### src/rtl/spi_tx_if.sv
// spi_tx_if: word handshake in and SPI pins out of spi_tx.
interface spi_tx_if #(
   parameter int P_DATA_WIDTH = 8
);
   logic                    valid;
   logic [P_DATA_WIDTH-1:0] data;
   logic                    ready;
   logic                    sclk;
   logic                    mosi;
   logic                    cs_n;
   logic                    done;
   modport master (output valid, data, input ready, sclk, mosi, cs_n, done);
   modport slave (input valid, data, output ready, sclk, mosi, cs_n, done);
endinterface

### src/rtl/spi_tx.sv
// spi_tx: SPI mode-0 master transmitter, one word per valid/ready handshake, MSB first.
module spi_tx #(
   parameter int P_DATA_WIDTH = 8,
   parameter int P_CLK_DIV    = 4,
   parameter int P_CS_GAP     = 2
) (
   input logic     clk_100,
   input logic     a_rst,
   input logic     s_rst,
   spi_tx_if.slave bus
);
   localparam int CMAX = P_CLK_DIV > P_CS_GAP ? P_CLK_DIV : P_CS_GAP;
   localparam int CW   = CMAX > 1 ? $clog2(CMAX) : 1;
   localparam int BW   = $clog2(P_DATA_WIDTH);
   typedef enum logic [2:0] {IDLE, SETUP, SHIFT, HOLD, GAP} state_t;
   state_t                  state_q, state_d;
   logic [CW-1:0]           cnt_q, cnt_d;
   logic [BW-1:0]           bit_q, bit_d;
   logic [P_DATA_WIDTH-1:0] sh_q, sh_d;
   logic                    sclk_q, sclk_d, done_q, done_d;
   logic                    tc, gtc, act;
   // one counter serves as sclk divider and as cs_n gap timer
   assign tc  = cnt_q == CW'(P_CLK_DIV - 1);
   assign gtc = cnt_q == CW'(P_CS_GAP - 1);
   assign act = state_q inside {SETUP, SHIFT, HOLD};
   always_comb begin
      state_d = state_q;
      cnt_d   = cnt_q + 1'b1;
      bit_d   = bit_q;
      sh_d    = sh_q;
      sclk_d  = sclk_q;
      done_d  = 1'b0;
      case (state_q)
         IDLE: begin
            cnt_d = '0;
            if (bus.valid) begin
               sh_d    = bus.data;
               bit_d   = '0;
               state_d = SETUP;
            end
         end
         SETUP: if (tc) begin
            cnt_d   = '0;
            state_d = SHIFT;
         end
         SHIFT: if (tc) begin
            cnt_d  = '0;
            sclk_d = !sclk_q;
            if (sclk_q) begin
               if (bit_q == BW'(P_DATA_WIDTH - 1)) state_d = HOLD;
               else begin
                  sh_d  = {sh_q[P_DATA_WIDTH-2:0], 1'b0};
                  bit_d = bit_q + 1'b1;
               end
            end
         end
         HOLD: if (tc) begin
            cnt_d   = '0;
            done_d  = 1'b1;
            state_d = P_CS_GAP == 0 ? IDLE : GAP;
         end
         GAP: if (gtc) begin
            cnt_d   = '0;
            state_d = IDLE;
         end
         default: state_d = IDLE;
      endcase
      if (s_rst) begin
         state_d = IDLE;
         cnt_d   = '0;
         bit_d   = '0;
         sh_d    = '0;
         sclk_d  = 1'b0;
         done_d  = 1'b0;
      end
   end
   always_ff @(posedge clk_100 or posedge a_rst) begin
      if (a_rst) begin
         state_q <= IDLE;
         cnt_q   <= '0;
         bit_q   <= '0;
         sh_q    <= '0;
         sclk_q  <= 1'b0;
         done_q  <= 1'b0;
      end else begin
         state_q <= state_d;
         cnt_q   <= cnt_d;
         bit_q   <= bit_d;
         sh_q    <= sh_d;
         sclk_q  <= sclk_d;
         done_q  <= done_d;
      end
   end
   assign bus.ready = state_q == IDLE;
   assign bus.cs_n  = !act;
   assign bus.sclk  = sclk_q;
   assign bus.mosi  = act && sh_q[P_DATA_WIDTH-1];
   assign bus.done  = done_q;
endmodule

### src/flat_wrapper.sv
// flat-port wrapper written by rule: the top's interface ports become plain ports
module spi_tx_flat 
#(
   parameter int P_DATA_WIDTH = 8,
   parameter int P_CLK_DIV    = 4,
   parameter int P_CS_GAP     = 2
)
  (clk_100, a_rst, s_rst, bus_valid, bus_data, bus_ready, bus_sclk, bus_mosi, bus_cs_n, bus_done);
  spi_tx_if #(.P_DATA_WIDTH(P_DATA_WIDTH)) bus_i ();
  input logic clk_100;
  input logic a_rst;
  input logic s_rst;
  input wire logic [$bits(bus_i.valid)-1:0] bus_valid;
  input wire logic [$bits(bus_i.data)-1:0] bus_data;
  output wire logic [$bits(bus_i.ready)-1:0] bus_ready;
  output wire logic [$bits(bus_i.sclk)-1:0] bus_sclk;
  output wire logic [$bits(bus_i.mosi)-1:0] bus_mosi;
  output wire logic [$bits(bus_i.cs_n)-1:0] bus_cs_n;
  output wire logic [$bits(bus_i.done)-1:0] bus_done;
  assign bus_i.valid = bus_valid;
  assign bus_i.data = bus_data;
  assign bus_ready = bus_i.ready;
  assign bus_sclk = bus_i.sclk;
  assign bus_mosi = bus_i.mosi;
  assign bus_cs_n = bus_i.cs_n;
  assign bus_done = bus_i.done;
  spi_tx #(.P_DATA_WIDTH(P_DATA_WIDTH), .P_CLK_DIV(P_CLK_DIV), .P_CS_GAP(P_CS_GAP)) u_core (.clk_100(clk_100), .a_rst(a_rst), .s_rst(s_rst), .bus(bus_i));
endmodule
### config.mk
export PLATFORM = sky130hd
export DESIGN_NAME = spi_tx_flat
export DESIGN_NICKNAME = d
export VERILOG_FILES = /design/src/rtl/spi_tx_if.sv /design/src/rtl/spi_tx.sv /design/src/flat_wrapper.sv
export SDC_FILE = /design/constraint.sdc
export NUM_CORES = 1
export LEC_CHECK = 0
export CAP_MARGIN = 40
export CORE_UTILIZATION = 47
export CTS_CLUSTER_DIAMETER = 200
export DETAILED_ROUTE_END_ITERATION = 7
export HOLD_SLACK_MARGIN = 0.12
export PLACE_DENSITY = 0.7
export SLEW_MARGIN = 20
export SYNTH_ARGS = -nofsm -noshare
export SYNTH_HDL_FRONTEND = slang
export SYNTH_SLANG_ARGS = --single-unit
### constraint.sdc
create_clock -name clk_100 -period 1.9 [get_ports clk_100]
set_input_delay 0.38 -clock clk_100 [delete_from_list [all_inputs] [get_ports clk_100]]
set_output_delay 0.38 -clock clk_100 [all_outputs]
set_load 0.1 [all_outputs]
# ---- Yosys cells after proc, flatten, opt, wreduce, memory -nomap -nowiden
# Cells that the tools add are included.
dict set report word_totals {
  regBits 18
  latchBits 0
  ramBits 0
  rom_bits 0
  input_bits 12
  word_cells 66
  mem_count 0
}
dict set report op_classes {
  n_addsub 2
  multipliers 0
  div 0
  n_lt_le_gt_ge 0
  n_eq_ne 15
  shift 0
  muxes 31
  bitwise 0
  reduce_logical 12
}
# op count
set op_table {}
lappend op_table {{$mux W8} 5}
lappend op_table {{$mux W3} 13}
lappend op_table {{$pmux W8 S2} 1}
lappend op_table {{$ne A3 B2 Y1 const B} 5}
lappend op_table {{$pmux W3 S5} 1}
lappend op_table {{$ne A3 B3 Y1 const B} 3}
lappend op_table {{$reduce_and A7 Y1} 1}
lappend op_table {{$eq A3 B2 Y1 const B} 2}
lappend op_table {{$eq A3 B3 Y1 const B} 2}
lappend op_table {{$mux W1} 6}
lappend op_table {{$mux W2} 3}
lappend op_table {{$pmux W2 S3} 1}
lappend op_table {{$pmux W3 S2} 1}
lappend op_table {{$reduce_bool A3 Y1} 2}
lappend op_table {{$reduce_and A5 Y1} 1}
lappend op_table {{$reduce_bool A2 Y1} 2}
lappend op_table {{$add A3 B1 Y3 const B} 1}
lappend op_table {{$eq A3 B1 Y1 const B} 1}
lappend op_table {{$logic_not A3 Y1} 1}
lappend op_table {{$reduce_or A3 Y1} 1}
lappend op_table {{$add A2 B1 Y2 const B} 1}
lappend op_table {{$eq A2 B1 Y1 const B} 1}
lappend op_table {{$eq A2 B2 Y1 const B} 1}
lappend op_table {{$logic_not A1 Y1} 2}
lappend op_table {{other kinds (2)} 2}

# ---- Depth between registers and ports, before layout
# Gate-level depths: netlist of the first run.
dict set report logic_depth {
  ltp_word 6
  ltp_mapped 6
  ltp_nobuf 6
}

# ---- Worst setup path before layout of the first run
# OpenSTA, ideal clock, no wires.
dict set report synth_path {
  kind {register to output}
  from {register u_core.state_q[2]}
  to {output port bus_ready}
  arrival_time_ps 2665
  path_slack_ps -1145
  stages_incl_launch_ff 3
  n_path_buf 1
  cell_sequence {dfrtp_1 > clkbuf_1 > nor3_1}
}
dict set report synth_between {
  elab_chain_len 1
}
# element line
set synth_rtl {}
lappend synth_rtl {{start, declared} spi_tx.sv:16} ;# state_t state_q, state_d;
lappend synth_rtl {{start signal, assigned} spi_tx.sv:86} ;# state_q <= state_d;
lappend synth_rtl {{$logic_not A3 Y1} spi_tx.sv:94} ;# assign bus.ready = state_q == IDLE;
lappend synth_rtl {{end, declared} flat_wrapper.sv:15} ;# output wire logic [$bits(bus_i.ready)-1:0] bus_ready;
# Every way passes these cells.

# ---- Worst setup path after layout of the first run
dict set report layout_path {
  from {register u_core.state_q[2]}
  to {output port bus_mosi}
}
dict set report layout_between {
  elab_chain_len 3
  word_cells_on_any_way 5
  classes_between {3 x eq/ne; 2 x reduce/logical}
}
# element line
set layout_rtl {}
lappend layout_rtl {{$eq A3 B1 Y1 / $eq A3 B2 Y1 (equally long branches)} spi_tx.sv:25} ;# assign act = state_q inside {SETUP, SHIFT, HOLD};
lappend layout_rtl {{$reduce_bool A3 Y1 (*)} spi_tx.sv:25}
lappend layout_rtl {{$logic_and A1 B1 Y1 (*)} spi_tx.sv:97} ;# assign bus.mosi = act && sh_q[P_DATA_WIDTH-1];
lappend layout_rtl {{end, declared} flat_wrapper.sv:17} ;# output wire logic [$bits(bus_i.mosi)-1:0] bus_mosi;
# Every way passes the cells marked *; elsewhere a longest branch is shown, timed or not.

==> flow_metrics.env, run 1 <==
export IMPL_netlist_area_sq_um=1090
export IMPL_timing_rr_start="u_core.bit_q[0]"
export IMPL_pwr_share_seq_pct=46.5
export IMPL_ys_seq_elements=18
export IMPL_area_growth_pct=31.0
export IMPL_max_slew_worst_pin_slew_ns=0.333
export IMPL_startpoint="u_core.state_q[2]"
export IMPL_grt_pass1_wl_microns=3600
export IMPL_crit_required_ns=1.52
export IMPL_vias=812
export IMPL_ys_flop_type="dfrtp_1"
export IMPL_htreeDepth=1
export IMPL_clkPwrFrac_pct=27.5
export IMPL_worst_setup_path_end_kind="primary output"
export IMPL_coreArea_sq_um=2190
export IMPL_row_count=17
export IMPL_swShare_pct=29.5
export IMPL_synth_area_mux_share_pct=19.9
export IMPL_cts_sinks=18
export IMPL_dieArea_sq_um=2510
export IMPL_status="completed"
export IMPL_slew_violations=0
export IMPL_fin_crit_ns=1.83
export IMPL_synth_compound_area_share_pct=5.52
export IMPL_yosysSeqAreaShare_pct=41.4
export IMPL_worstPathMaxFanout=8
export IMPL_netlist_instances=102
export IMPL_synth_fa_ha_area_share_pct=5.75
export IMPL_ys_top_cells_by_area="dfrtp_1, mux2_4, mux2i_1"
export IMPL_place_congestion=0.735
export IMPL_p_switching_uw=269
export IMPL_setup_viol=0
export IMPL_antennaDiodeCount=0
export IMPL_synth_largest_area_cell="dfrtp_1"
export IMPL_p_leak_uw=0.000643
export IMPL_via_per_inst=5.14
export IMPL_ios=17
export IMPL_ctsLongestPathBuffers=2
export IMPL_ys_async_sr_fraction_pct=100
export IMPL_fin_util_pct=65.1
export IMPL_die_w_microns=50.1
export IMPL_power_frac_comb_pct=26.0
export IMPL_fmax_mhz=545
export IMPL_grt_max_degree=11
export IMPL_numCtsBuffers=3
export IMPL_vdd_drop_max_mv=0.376
export IMPL_crit_path_start_kind="flip-flop"
export IMPL_intPower_uw=642
export IMPL_antenna_found_initial=0
export IMPL_clkTransAtPathRegs_ns=0.12
export IMPL_cts_tree="built"
export IMPL_synth_top_family_by_area="multiplexers"
export IMPL_timing_max_cap_violations=0
export IMPL_maxSlewHeadroom_pct=77.7
export IMPL_drc=0
export IMPL_cts_root_buf="clkbuf_4"
export IMPL_insertion_delay_ns=0.30
export IMPL_yosys_warnings=0
export IMPL_yosysUniqueCellTypes=26
export IMPL_synth_common_cells="dfrtp_1, nor2_1, mux2i_1"
export IMPL_synth_xor_area_share_pct=1.61
export IMPL_critPathKind="flip-flop to primary output"
export IMPL_powerDensity_nw_per_um2=639
export IMPL_arrival_ns=1.45
export IMPL_synth_edf_count=0
export IMPL_hp_class="input port to async pin"
export IMPL_dr_pass1_iters=4
export IMPL_wl_per_cell_microns=13.7
export IMPL_initial_core_util_pct=49.7
export IMPL_routed_wl_microns=2160
export IMPL_ant_nets=0
export IMPL_drtIter0Drc=14
export IMPL_synth_top_area_share_pct=41.4
export IMPL_whs_ns=0.321
export IMPL_track_usage_pct=19.3
export IMPL_synth_simple_area_share_pct=16.4
export IMPL_overflow=0
export IMPL_syn_nets=119
export IMPL_period_share_pct=96.5
export IMPL_skew_ns=0.00638
export IMPL_syn_area_per_cell_sq_um=10.7
export IMPL_rsz0062_at_grt="false"
export IMPL_hold_viol=0
export IMPL_place_hpwl_microns=1570
export IMPL_die_y_microns=50.1
export IMPL_port_buffers=16
export IMPL_grt_pass1_vias=820
export IMPL_final_layout_size_suffix_gt1_share_pct=33.8
export IMPL_nNetsFinal=148
==> stage by stage <==
step	setup slack (ns)	total power (uW)	cells	TNS [ns]	instance area, sq um
CTS	0.0586	910	157	0	1420
finish	0.0665	911	158	0	1430
floorplan	0.00704	593	102	0	1120
global route	0.0263	942	158	0	1430
detailed placement	-0.197	660	150	-1.43	1360
global placement	-0.116	655	150	-0.772	1360
==> cell type report <==
| cell class | count | area [sq um] |
|---|---|---|
| inverter | 8 | 30.0 |
| fill | 170 | 764 |
| tap | 28 | 35.0 |
| multi-input combinational | 69 | 559 |
| sequential | 18 | 455 |
| clock buffer | 4 | 36.3 |
| timing repair buffer | 31 | 310 |
==> registers in the layout, summed over array words and instances, names as in the netlist <==
register,flops
u_core.bus.done,1
u_core.bus.sclk,1
u_core.state_q,3
u_core.bit_q,3
u_core.cnt_q,2
u_core.sh_q,8
==> final timing paths <==
path	slack [ns]	cells after the start	end
max	0.07	4	bus_mosi
min in group clk_100	0.51	1	u_core.cnt_q[0]
max in group asynchronous	1.09	3	u_core.state_q[2]
min	0.32	2	u_core.sh_q[5]
max reg2reg	0.10	6	u_core.sh_q[6]
min reg2reg	0.51	1	u_core.cnt_q[0]
==> repair_timing <==
item	4_1_cts	5_1_grt
hold buffers	0	0
setup buffers	3	1
endpoints found under the setup margin	2	1
gates cloned	0	0
gates resized for setup	3	0
==> kinds of logic after synthesis <==
logic type                 after synthesis
and+or+nand+nor                         36
adders and majority gates                5
muxes                                   18
AOI/OAI and AO/OA                        8
xor gates and xnor gates                 2
buffers and inverters                   15
DFF                                     18
==> power by group through the flow <==
stage | clock network [uW] | logic [uW] | registers [uW]
CTS | 249 | 238 | 423
detailed placement | 0 | 224 | 436
global route | 263 | 253 | 426
global placement | 0 | 219 | 435
floorplan | 0 | 168 | 425
finish | 250 | 237 | 424
==> metal layers <==
| metal | up-vias | GRT usage [%] | routed length, microns |
|---|---|---|---|
| met5 | - | 0 | 0 |
| met4 | 0 | 8.57 | 29 |
| met3 | 4 | 2.78 | 60 |
| met2 | 10 | 33.6 | 1080 |
| met1 | 405 | 23.3 | 992 |
| li1 | 393 | - | - |
==> cell usage in the layout (no fill, tap or decap), drive strengths merged <==
cell type,netlist,final
a21oi,2,2
nor4b,1,1
nor3,6,6
nor3b,2,2
o21ai,1,1
inv,8,8
clkdlybuf4s50,0,11
a22oi,2,2
dfrtp,18,18
nand2,7,7
or2,1,1
ha,5,5
nor2,18,18
buf,5,20
clkbuf,2,4
a31oi,1,1
a211oi,2,2
xor2,2,2
mux2i,10,10
mux2,8,8
nand3,1,1
==> critical path: stages, from the launching register on <==
cell and delay [ns]:
dfrtp_2 0.42, buf_4 0.17, or2_4 0.26, nor2_4 0.13, buf_12 0.18
No activity file was read; power rests on OpenSTA's default activity.
==> inputs of run 2 (changes only) <==
--- a/config.mk
+++ b/config.mk
@@ -9,7 +9,7 @@
 export CORE_UTILIZATION = 47
 export CTS_CLUSTER_DIAMETER = 200
 export DETAILED_ROUTE_END_ITERATION = 7
-export HOLD_SLACK_MARGIN = 0.12
+export HOLD_SLACK_MARGIN = 0.03
 export PLACE_DENSITY = 0.7
 export SLEW_MARGIN = 20
 export SYNTH_ARGS = -nofsm -noshare
==> results of run 2 <==
Final layout, timing and power as in run 1 (identical DEF).
==> inputs of run 3 (changes only) <==
--- a/config.mk
+++ b/config.mk
@@ -7,11 +7,11 @@
 export LEC_CHECK = 0
 export CAP_MARGIN = 40
 export CORE_UTILIZATION = 47
-export CTS_CLUSTER_DIAMETER = 200
+export CTS_CLUSTER_DIAMETER = 100
 export DETAILED_ROUTE_END_ITERATION = 7
 export HOLD_SLACK_MARGIN = 0.03
 export PLACE_DENSITY = 0.7
-export SLEW_MARGIN = 20
+export SLEW_MARGIN = 40
 export SYNTH_ARGS = -nofsm -noshare
 export SYNTH_HDL_FRONTEND = slang
 export SYNTH_SLANG_ARGS = --single-unit
==> results of run 3 <==
Final layout, timing and power as in run 1 (identical DEF).
==> edit 1: new RTL, settings of run 3 <==
Reset style: synchronous (`a_rst`), changed in one clocked block.
--- a/src/rtl/spi_tx.sv
+++ b/src/rtl/spi_tx.sv
@@ -75,5 +75,5 @@
       end
    end
-   always_ff @(posedge clk_100 or posedge a_rst) begin
+   always_ff @(posedge clk_100) begin
       if (a_rst) begin
          state_q <= IDLE;
Check against the original RTL: differs if a_rst is asserted again (counterexample within 4 cycles, from zero or initial values and one cycle with a_rst high); with a_rst held inactive, the same outputs for 10 cycles.
==> edit 1 against run 3 <==
- setup slack better by 0.087 ns
- count of clock-buffer cells in the layout stayed put
- sequential cell count stayed put
- cell area is 13% lower
- die area is 12% lower
- critical path depth stayed put
- hold slack better by 0.14 ns
- non-clock buffer count is 8 lower
- area after synthesis is 12% lower
- routed wire length is 16% lower
- largest cell class unchanged
- highest routed layer unchanged
Power is not compared: it rests on default switching activity, and its combinational part moved more than twofold at a synthesized area within 25%.
==> edit 1: results (changes against run 3) <==
* Synth unique cells at 30 (+15%)
* Max-slew headroom at 76.1% (-1.6 points)
* Post-CTS setup buffers at 0 (-3)
* Area after DPL at 0.00120 mm^2 (-12%)
* Synth Area in Adders at 6.54% (+0.80 points)
* Outcome: complete, no violations
* GR Util All Layers at 19.8% (+0.44 points)
* Vias in the first global route at 712 (-13%)
* Reg2Reg Capture Point: u_core.sh_q[3]
* Resize count post-CTS at 0 (-3)
* Clock skew at 0.00530 ns (-0.00109 ns)
* Post-synth top cells: 18 x dfxtp_1, 8 x o211a_1, 8 x o211ai_1
* Family with the most delay on the worst path: simple AND/OR/NAND/NOR gates
* Largest net degree at the start of global routing at 15 (+4)
* Slowest stage delay, CP at 0.42 ns (about the same)
* Layout cells sized above 1 at 17.5% (-16 points)
* WL met3 at 73 um (+22%)
* Synth Area in Compound Gates at 20.0% (+15 points)
* Min Hold Slack at 0.464 ns (+0.144 ns)
* Clock-pin slew of the registers on the worst-case setup and hold paths at 0.11 ns
* Async S/R FF share, synth at 0% (-100 points)
* Critical Path AT at 1.37 ns (-0.08 ns)
* GP Congestion at 0.755 (+2.8%)
* Ys flop type: dfxtp_1
* Met1 GRT Util at 24.7% (+1.5 points)
* Crit Reg-Reg Startpoint: u_core.bit_q[0]
* Via density per instance at 5.41 (+5.2%)
* CP max stage cell: dfxtp_2
* Worst min-delay path class: reg -> reg
* First-pass GRT wire length at 3010 um (-16%)
* XOR/XNOR Fraction of Synth Area at 0.916% (-0.69 points)
* Main area contributors after synthesis: dfxtp_1 38%, o211a_1 8.4%, mux2i_1 7.3%
* DR iter-0 viols at 7 (-7)
* DP Worst Slack at 0.200 ns (+0.398 ns)
* Mux cell area share after synthesis at 8.51% (-11 points)
* Met3 Use GR at 4.62% (+1.8 points)
* Met2 Usage GRT at 31.7% (-1.9 points)
* Syn avg cell area at 9.37 um^2 (-12%)
* Met1 WL at 893 um (-10%)
* Via count at 784 (-3.4%)
* Worst-path fanout max at 7 (-1)
* Top Registers: u_core.sh_q x8, u_core.bit_q x3, u_core.state_q x3
* Post-synthesis sequential area ratio at 37.7% (-3.7 points)
* R2R cell count at 5 (-1)
* Metal2 WL at 805 um (-25%)
* R2R Setup Slk at 0.27 ns (+0.17 ns)
* Cts bufs inserted at 3 (unchanged)
* Routed len/inst at 12.5 um (-8.8%)
==> edit 1: area by class of cell <==
| cell class | instances | area (um^2) |
|---|---|---|
| repair buffers | 23 | 250 |
| clock buffers | 4 | 36.3 |
| inverters | 4 | 15.0 |
| fillers | 165 | 584 |
| flip-flops and latches | 18 | 362 |
| multi-input cells | 71 | 542 |
| well taps | 25 | 31.3 |
==> edit 1: worst max path at each step <==
| stage | slack [ns] | end | cells past startpoint | start |
|---|---|---|---|---|
| detailed placement | 0.20 | u_core.sh_q[0] | 4 | bus_valid |
| finish | 0.15 | bus_mosi | 4 | u_core.state_q[0] |
| global route | 0.07 | bus_mosi | 4 | u_core.state_q[0] |
| floorplan | 0.05 | u_core.sh_q[1] | 5 | u_core.bus.sclk |
| CTS | 0.05 | bus_mosi | 4 | u_core.state_q[0] |
| global placement | 0.23 | u_core.sh_q[0] | 4 | bus_valid |
==> edit 2: new RTL, settings of run 3 <==
Without the edit above. `P_CS_GAP` is set to 2 in 2 places; all go to 4.
--- a/src/rtl/spi_tx.sv
+++ b/src/rtl/spi_tx.sv
@@ -3,5 +3,5 @@
    parameter int P_DATA_WIDTH = 8,
    parameter int P_CLK_DIV    = 4,
-   parameter int P_CS_GAP     = 2
+   parameter int P_CS_GAP     = 4
 ) (
    input logic     clk_100,
--- a/src/flat_wrapper.sv
+++ b/src/flat_wrapper.sv
@@ -4,5 +4,5 @@
    parameter int P_DATA_WIDTH = 8,
    parameter int P_CLK_DIV    = 4,
-   parameter int P_CS_GAP     = 2
+   parameter int P_CS_GAP     = 4
 )
   (clk_100, a_rst, s_rst, bus_valid, bus_data, bus_ready, bus_sclk, bus_mosi, bus_cs_n, bus_done);
Formal check against the unedited RTL: no difference found for any inputs over 10 cycles, from zero or initial values and one cycle with a_rst high; that may be too few to reach the edited logic, so the function may still have changed.
==> edit 2 against run 3 <==
- count of clock-buffer cells in the layout unchanged
- cell area down 8.5%
- core utilization up 0.082 points
- area after synthesis down 5.9%
- routed wire length down 2.5%
- power down 17%
- sequential power down 4.7%
- global-route usage up 0.81 points
- maximum frequency up 0.10%
- sequential cell count unchanged
- setup slack better by 0.0019 ns
- critical path type is now reg -> reg
- largest cell class unchanged
- largest power group unchanged
==> edit 2: results (changes against run 3) <==
* Via density per instance at 5.82 (+13%)
* YS warnings at 0 (unchanged)
* Nets@finish at 131 (-11%)
* Inst Count DP at 138 (-8.0%)
* Outcome: complete, no violations
* Routed len/inst at 14.9 um (+8.5%)
* Area after DPL at 0.00128 mm^2 (-5.7%)
* DP HPWL at 1590 um (+1.4%)
* Fill count at 171 (+0.59%)
* Mapped Nets at 110 (-7.6%)
* Initial antenna violation count at 0 (unchanged)
* Post-synth EDFFs at 0 (unchanged)
* Port bufs at 16 (unchanged)
* DR pass1 iterations at 6 (+2)
* Synth Area in Compound Gates at 18.1% (+13 points)
* Worst skew pair latency at 0.29 ns
* GR Util All Layers at 20.1% (+0.81 points)
* Largest net degree at the start of global routing at 14 (+3)
* Leak pwr at 0.000585 uW (-8.9%)
* Clock skew at 0.00138 ns (-0.00501 ns)
* Vias in the first global route at 811 (-1.1%)
* CTS root buffer: clkbuf_4
* Worst-path fanout max at 10 (+2)
* GP Congestion at 0.770 (+4.8%)
* Resize count post-CTS at 0 (-3)
* Synth unique cells at 33 (+27%)
* Synth Area in Adders at 4.64% (-1.1 points)
* Leading area contributor after synthesis: dfrtp_1
* Post-synth top cells: 18 x dfrtp_1, 8 x mux2i_1, 8 x nand2_1
* DR iter-0 viols at 17 (+3)
* XOR/XNOR Fraction of Synth Area at 0.855% (-0.75 points)
* Slew @ Worst Pin at 0.515 ns (+0.182 ns)
* Syn avg cell area at 10.8 um^2 (+1.1%)
* Post-synthesis sequential area ratio at 44.0% (+2.6 points)
* First-pass GRT wire length at 3690 um (+2.5%)
* VDD IR max at 0.344 mV (-8.7%)
* Top Registers: u_core.sh_q x8, u_core.bit_q x3, u_core.state_q x3
* Async S/R FF share, synth at 100% (unchanged)
* Post-CTS setup buffers at 0 (-3)
* Cts bufs inserted at 3 (unchanged)
* H-tree levels at 1 (unchanged)
* Layout cells sized above 1 at 20.0% (-14 points)
* Synth-to-Final Area Change at 27.4%
* Main area contributors after synthesis: dfrtp_1 44%, mux2i_1 7.8%, a2111oi_0 5.1%
* DP Worst Slack at 0.0818 ns (+0.279 ns)
* Switching Share at 27.9% (-1.6 points)
* Mux cell area share after synthesis at 8.91% (-11 points)
* CTS max path bufs at 2 (unchanged)
* Critical Path AT at 2.02 ns (+0.57 ns)
* Clock-pin slew of the registers on the worst-case setup and hold paths at 0.10 ns (-0.02 ns)
* Overall routed net length at 2110 um (-2.5%)
-- edit 2: worst paths after layout --
path                       depth (start not counted)  slack [ns]             from              end
setup / recovery                                   5        0.07  u_core.bit_q[0]   u_core.sh_q[0]
hold / removal                                     2        0.31            a_rst  u_core.bit_q[0]
setup reg to reg                                   5        0.07  u_core.bit_q[0]   u_core.sh_q[0]
hold reg to reg                                    1        0.44  u_core.cnt_q[0]  u_core.cnt_q[0]
max in group asynchronous                          3        1.14            a_rst  u_core.cnt_q[0]
min in group clk_100                               1        0.44  u_core.cnt_q[0]  u_core.cnt_q[0]
-- edit 2: area by class of cell --
type / instances / area share [%]
well taps: 27 / 2.59
clock buffers: 4 / 2.01
inverters: 5 / 1.44
multi-input cells: 65 / 40.2
repair buffers: 23 / 19.2
flip-flops and latches: 18 / 34.6
-- edit 2: routing by layer --
metal / track usage [%] / wire length, um / up-vias
met1: 26.5 / 996 / 404
li1: - / - / 398
met4: 7.84 / 14 / 0
met5: 0 / 0 / -
met3: 2.83 / 80 / 2
met2: 33.3 / 1020 / 23
-- edit 2: cell families (layout without fill, tap and decap cells) --
group	after synthesis	after routing
buffers and inverters	12	32
XOR/XNOR	1	1
adder cells (fa/ha/maj)	4	4
multiplexers	9	9
AO/OA/AOI/OAI	23	23
flip-flops	18	18
AND/OR/NAND/NOR	28	28
-- edit 2: power groups by stage --
stage | Clock, uW | Sequential (uW) | Combinational (uW)
finish | 200 | 404 | 152
global route | 220 | 406 | 163
CTS | 211 | 404 | 153
detailed placement | 0 | 411 | 152
global placement | 0 | 411 | 151
floorplan | 0 | 412 | 92.0
-- edit 2: critical path: stages, from the launching register on --
cell	delay, ns
dfrtp_1	0.43
ha_1	0.22
ha_1	0.20
nand4b_4	0.25
a21o_1	0.33
a32o_1	0.30
